===== src/rtl/serial_operand_loader_if.sv =====
// Bundle between the narrow framed input bus and the FPU operand stage.
interface serial_operand_loader_if #(
  parameter int DATA_W = 16,
  parameter int PIN_W  = 10,
  parameter int OP_W   = 4
);
  logic [PIN_W-1:0]  inp;
  logic [DATA_W-1:0] num1;
  logic [DATA_W-1:0] num2;
  logic [OP_W-1:0]   op;
  logic              start;
  logic              busy;
  logic              err;

  modport master (output inp, input num1, num2, op, start, busy, err);
  modport slave  (input inp, output num1, num2, op, start, busy, err);
endinterface


===== src/rtl/serial_operand_loader.sv =====
// Framed serial loader: header(op) + BEATS chunks of A + BEATS chunks of B.
// Define SERIAL_OPERAND_LOADER_CHKSUM_EN to require a trailing XOR check beat.
module serial_operand_loader #(
  parameter int DATA_W = 16,
  parameter int PIN_W  = 10,
  parameter int OP_W   = 4
) (
  input logic                    clock,
  input logic                    reset,
  serial_operand_loader_if.slave bus
);
  localparam int CHUNK_W = PIN_W - 2;
  localparam int BEATS   = (DATA_W + CHUNK_W - 1) / CHUNK_W;
  localparam int SH_W    = BEATS * CHUNK_W;
  localparam int CNT_W   = (BEATS > 1) ? $clog2(BEATS) : 1;

`ifdef SERIAL_OPERAND_LOADER_CHKSUM_EN
  typedef enum logic [1:0] {IDLE, LOAD_A, LOAD_B, CHECK} state_t;
`else
  typedef enum logic [1:0] {IDLE, LOAD_A, LOAD_B} state_t;
`endif

  state_t              state;
  logic [CNT_W-1:0]    cnt;
  logic [SH_W-1:0]     pend_a, pend_b;
  logic [OP_W-1:0]     pend_op;
  logic [DATA_W-1:0]   num1_q, num2_q;
  logic [OP_W-1:0]     op_q;
  logic                start_q, busy_q, err_q;
`ifdef SERIAL_OPERAND_LOADER_CHKSUM_EN
  logic [CHUNK_W-1:0]  chk;
`endif

  logic                valid, sof, last;
  logic [CHUNK_W-1:0]  payload;
  logic [SH_W-1:0]     a_next, b_next;

  assign valid   = bus.inp[PIN_W-1];
  assign sof     = bus.inp[PIN_W-2];
  assign payload = bus.inp[CHUNK_W-1:0];
  assign last    = (cnt == CNT_W'(BEATS - 1));

  // LSB chunk first: each new chunk enters at the top and shifts down.
  always_comb begin
    a_next = pend_a;
    b_next = pend_b;
    if (BEATS > 1) begin
      a_next = {payload, pend_a[SH_W-1:CHUNK_W]};
      b_next = {payload, pend_b[SH_W-1:CHUNK_W]};
    end else begin
      a_next = SH_W'(payload);
      b_next = SH_W'(payload);
    end
  end

  always_ff @(posedge clock or negedge reset) begin
    if (!reset) begin
      state   <= IDLE;
      cnt     <= '0;
      pend_a  <= '0;
      pend_b  <= '0;
      pend_op <= '0;
      num1_q  <= '0;
      num2_q  <= '0;
      op_q    <= '0;
      start_q <= 1'b0;
      busy_q  <= 1'b0;
      err_q   <= 1'b0;
`ifdef SERIAL_OPERAND_LOADER_CHKSUM_EN
      chk     <= '0;
`endif
    end else begin
      start_q <= 1'b0;
      err_q   <= 1'b0;
      if (valid) begin
        if (sof) begin
          // A header always resyncs; outside IDLE it also kills the partial frame.
          err_q   <= (state != IDLE);
          pend_op <= payload[OP_W-1:0];
          pend_a  <= '0;
          pend_b  <= '0;
          cnt     <= '0;
          state   <= LOAD_A;
          busy_q  <= 1'b1;
`ifdef SERIAL_OPERAND_LOADER_CHKSUM_EN
          chk     <= payload;
`endif
        end else begin
`ifdef SERIAL_OPERAND_LOADER_CHKSUM_EN
          chk <= chk ^ payload;
`endif
          case (state)
            LOAD_A: begin
              pend_a <= a_next;
              cnt    <= last ? '0 : cnt + 1'b1;
              if (last) state <= LOAD_B;
            end
            LOAD_B: begin
              pend_b <= b_next;
              cnt    <= last ? '0 : cnt + 1'b1;
              if (last) begin
`ifdef SERIAL_OPERAND_LOADER_CHKSUM_EN
                state <= CHECK;
`else
                num1_q  <= pend_a[DATA_W-1:0];
                num2_q  <= b_next[DATA_W-1:0];
                op_q    <= pend_op;
                start_q <= 1'b1;
                state   <= IDLE;
                busy_q  <= 1'b0;
`endif
              end
            end
`ifdef SERIAL_OPERAND_LOADER_CHKSUM_EN
            CHECK: begin
              if (payload == chk) begin
                num1_q  <= pend_a[DATA_W-1:0];
                num2_q  <= pend_b[DATA_W-1:0];
                op_q    <= pend_op;
                start_q <= 1'b1;
              end else begin
                err_q   <= 1'b1;
              end
              state  <= IDLE;
              busy_q <= 1'b0;
            end
`endif
            default: ;
          endcase
        end
      end
    end
  end

  assign bus.num1  = num1_q;
  assign bus.num2  = num2_q;
  assign bus.op    = op_q;
  assign bus.start = start_q;
  assign bus.busy  = busy_q;
  assign bus.err   = err_q;
endmodule


===== src/flat_wrapper.sv =====
// flat-port wrapper written by rule: the top's interface ports become plain ports
module serial_operand_loader_flat 
#(
  parameter int DATA_W = 16,
  parameter int PIN_W  = 10,
  parameter int OP_W   = 4
)
  (clock, reset, bus_inp, bus_num1, bus_num2, bus_op, bus_start, bus_busy, bus_err);
  serial_operand_loader_if #(.DATA_W(DATA_W), .PIN_W(PIN_W), .OP_W(OP_W)) bus_i ();
  input logic clock;
  input logic reset;
  input wire logic [$bits(bus_i.inp)-1:0] bus_inp;
  output wire logic [$bits(bus_i.num1)-1:0] bus_num1;
  output wire logic [$bits(bus_i.num2)-1:0] bus_num2;
  output wire logic [$bits(bus_i.op)-1:0] bus_op;
  output wire logic [$bits(bus_i.start)-1:0] bus_start;
  output wire logic [$bits(bus_i.busy)-1:0] bus_busy;
  output wire logic [$bits(bus_i.err)-1:0] bus_err;
  assign bus_i.inp = bus_inp;
  assign bus_num1 = bus_i.num1;
  assign bus_num2 = bus_i.num2;
  assign bus_op = bus_i.op;
  assign bus_start = bus_i.start;
  assign bus_busy = bus_i.busy;
  assign bus_err = bus_i.err;
  serial_operand_loader #(.DATA_W(DATA_W), .PIN_W(PIN_W), .OP_W(OP_W)) u_core (.clock(clock), .reset(reset), .bus(bus_i));
endmodule

===== config.mk =====
export PLATFORM = sky130hd
export DESIGN_NAME = serial_operand_loader_flat
export DESIGN_NICKNAME = d
export VERILOG_FILES = /design/src/rtl/serial_operand_loader_if.sv /design/src/rtl/serial_operand_loader.sv /design/src/flat_wrapper.sv
export SDC_FILE = /design/constraint.sdc
export NUM_CORES = 1
export LEC_CHECK = 0
export ABC_AREA = 1
export BUFFER_PORTS_ARGS = -buffer_cell sky130_fd_sc_hd__buf_2
export CAP_MARGIN = 20
export CELL_PAD_IN_SITES_DETAIL_PLACEMENT = 0
export CELL_PAD_IN_SITES_GLOBAL_PLACEMENT = 1
export CORE_MARGIN = 2
export CORE_UTILIZATION = 42
export CTS_CLUSTER_DIAMETER = 50
export CTS_CLUSTER_SIZE = 14
export DETAILED_ROUTE_END_ITERATION = 10
export PLACE_DENSITY = 0.76
export SLEW_MARGIN = 20
export SYNTH_ARGS = -nofsm -noshare
export SYNTH_HDL_FRONTEND = slang
export SYNTH_SLANG_ARGS = --single-unit

===== constraint.sdc =====
create_clock -name clock -period 1.8 [get_ports clock]
set_clock_uncertainty 0.15 [all_clocks]
set_input_delay 0.18 -clock clock [delete_from_list [all_inputs] [get_ports clock]]
set_output_delay 0.18 -clock clock [all_outputs]
set_load 0.01 [all_outputs]

==> results.md <==
* MaxCap Viol Count at 0
* Drt pass-1 iters at 5
* Row Count at 29
* RSZ-0062 raised after global routing: no
* Top-area cell type share of the netlist area at 65.2%
* CP Capture Type: flip-flop
* Placed Cells at 387
* Hold Fails Final Rpt at 0
* Largest net degree at the start of global routing at 71
* Slew Viols, Final at 0
* Num CTS Buffers at 9
* # port buffers at 50
* Most used flip-flop cell after synthesis: dfrtp_1
* Core area at 6280 um^2
* Die X at 84.0 um
* Most frequent cells after synthesis: dfrtp_1 (70), nand2_1 (62), o21ai_0 (39)
* Clk Tree Root Cell: clkbuf_8
* # IOs at 51
* Largest area contributor in the netlist: dfrtp_1
* Vias at 1932
* Vias in the first global route at 1835
* Worst-case vdd ir drop at 0.000670 V
* CTS tree: built
* Slew headroom at 75.4%
* GRT Util Overall at 16.0%
* Peak Freq at 627 MHz
* Largest cells by area after synthesis: dfrtp_1 (65%), nand2_1 (8.7%), o21ai_0 (7.3%), inv_1 (5.3%), o22ai_1 (3.7%)
* Worst slew pin tran at 370 ps
* Nets at 346
* Inserted Diodes at 0
* Final setup fails at 0
* WP data required at 1850 ps
* CTS Buffer Depth at 2
* Finished layout cell area at 3280 um^2
* DR iter-0 viols at 145
* CP Launch Type: flip-flop
* Hold Crit Class: in2reg
* Kind of critical path: reg2reg
* Fin cells at 411
* Vias per cell at 4.70
* EDFF count, synth at 0
* Sequential share of the synthesized area at 65.2%
* Worst-path clk slew at 70 ps
* Worst hold slack at 61.3 ps
* Synthesis Warnings at 0
* Dpl cell area at 3010 um^2
* Post-synth net total at 282
* Area growth from synthesis to final layout at 22.0%
* Crit path time final at 1590 ps
* Post-Syn Instances at 266
* Clk_lat worst skew at 330 ps
* Synth cell types at 18
* Multi-input combinational cell area at 717 um^2
* Fin crit share at 88.5%
* GPL Wtd Cong at 0.698
* Arr. time, crit path at 1650 ps
* WL/cell at 12.8 um
* Status: completed
* Count leader, synth: dfrtp_1
* Fill cells at 600
* Pwr dens at 1320 nW/um^2
* Final sum of negative setup slack at 0 ps
* H-Tree Depth at 3
* Sink Count at 70
* Synth Cell Area at 2690 um^2
* Starting Density at 42.8%
* HPWL Detailed at 3420 um
* DP Worst Slack at 68.6 ps
* Mean post-synth cell area at 10.1 um^2
* Final WL at 5250 um
* Leak Pwr at 1.72 nW
* Post-route ant nets at 0
* Die area at 7050 um^2
* Worst setup margin at 206 ps
* Grt total ovfl at 0
* Die height at 84.0 um
* Antenna violations before repair at 0
* Register area at 1750 um^2
* Synthesized flop and latch total at 70
* Number of setup buffers added after CTS at 0
* Max FO, Critical Path at 36
* # DRC at 0
* Asr flop ratio synth at 100%
* Share of cells above drive strength 1 at 21.3%
* First-pass GRT wire length at 8790 um
==> path summary, 6_finish.rpt <==
path / startpoint / end / depth (start not counted) / slack, ps
min in group asynchronous: reset / u_core.bus.num1[5]$_DFFE_PN0P_ / 3 / 240
min reg2reg: u_core.pend_op[3]$_DFFE_PN0P_ / u_core.bus.op[3]$_DFFE_PN0P_ / 2 / 320
min: bus_inp[8] / u_core.bus.busy$_DFFE_PN0P_ / 4 / 60
max: u_core.state[0]$_DFFE_PN0P_ / u_core.bus.num1[6]$_DFFE_PN0P_ / 6 / 210
max reg2reg: u_core.state[0]$_DFFE_PN0P_ / u_core.bus.num1[6]$_DFFE_PN0P_ / 6 / 210
max in group asynchronous: reset / u_core.state[1]$_DFFE_PN0P_ / 3 / 960
==> power breakdown <==
group / total, W / switching [W] / internal (W)
clock: 0.00111 / 0.000539 / 0.000568
sequential: 0.00215 / 0.000187 / 0.00196
combinational: 0.00108 / 0.000636 / 0.000441
==> kinds of logic after synthesis <==
group / synth area share (%)
AOI/OAI and AO/OA: 12.3
adders and majority gates: 1.86
buffers and inverters: 8.25
DFF: 65.2
and+or+nand+nor: 12.3
==> routing by layer <==
| layer | global-route usage [%] | share of wire [%] |
|---|---|---|
| met1 | 22.3 | 49 |
| met2 | 23.1 | 44 |
| met3 | 3.46 | 4.1 |
| met4 | 9.24 | 1.9 |
| met5 | 0 | 0 |
==> cell usage in the layout, fill, tap and decap left out, types with 3 or more instances in the layout <==
master | netlist | final
o21ai_0 | 39 | 39
nand3_1 | 10 | 10
ha_1 | 4 | 4
dlygate4sd3_1 | 0 | 9
clkbuf_1 | 2 | 3
clkbuf_8 | 0 | 11
o22ai_1 | 16 | 16
buf_2 | 6 | 50
nand2_1 | 62 | 62
nor2_1 | 4 | 4
buf_4 | 2 | 5
o21ai_1 | 6 | 6
inv_1 | 38 | 38
dfrtp_1 | 70 | 70
==> metrics by stage <==
| step | power (W) | util, % |
|---|---|---|
| final | 0.00433 | 52.2 |
| after global routing | 0.00463 | 52.2 |
| after CTS | 0.00439 | 52.1 |
| after detailed placement | 0.00326 | 48.0 |
| after global placement | 0.00323 | 48.0 |
| after floorplan | 0.00280 | - |
==> worst max-delay path: stages (launching register included) <==
cell and delay (ps):
dfrtp_1 400, inv_1 110, ha_1 230, nand4_4 140, buf_4 270, nand2_1 90, o21ai_0 80
==> layout make-up <==
class	instances	area share (%)
inverter	39	4.47
multi-input combinational	145	21.9
tap	77	2.94
timing repair buffer	65	12.1
clock inverter	1	0.153
sequential	70	53.5
clock buffer	14	4.96
==> state kept, by name, summed over array words and instances, names as in the netlist <==
register and count:
u_core.bus.num1 16, u_core.bus.num2 16, u_core.pend_a 16, u_core.pend_b 8, u_core.bus.op 4, u_core.pend_op 4
u_core.state 2, u_core.bus.busy 1, u_core.bus.err 1, u_core.bus.start 1, u_core.cnt 1
==> repair_timing <==
item / CTS / global route
hold buffers: 9 / 0
resized for setup: 0 / 1
endpoints found under the setup margin: 0 / 1
hold endpoints to repair: 84 / 0
Note: power is estimated with default switching activity, not from simulation.
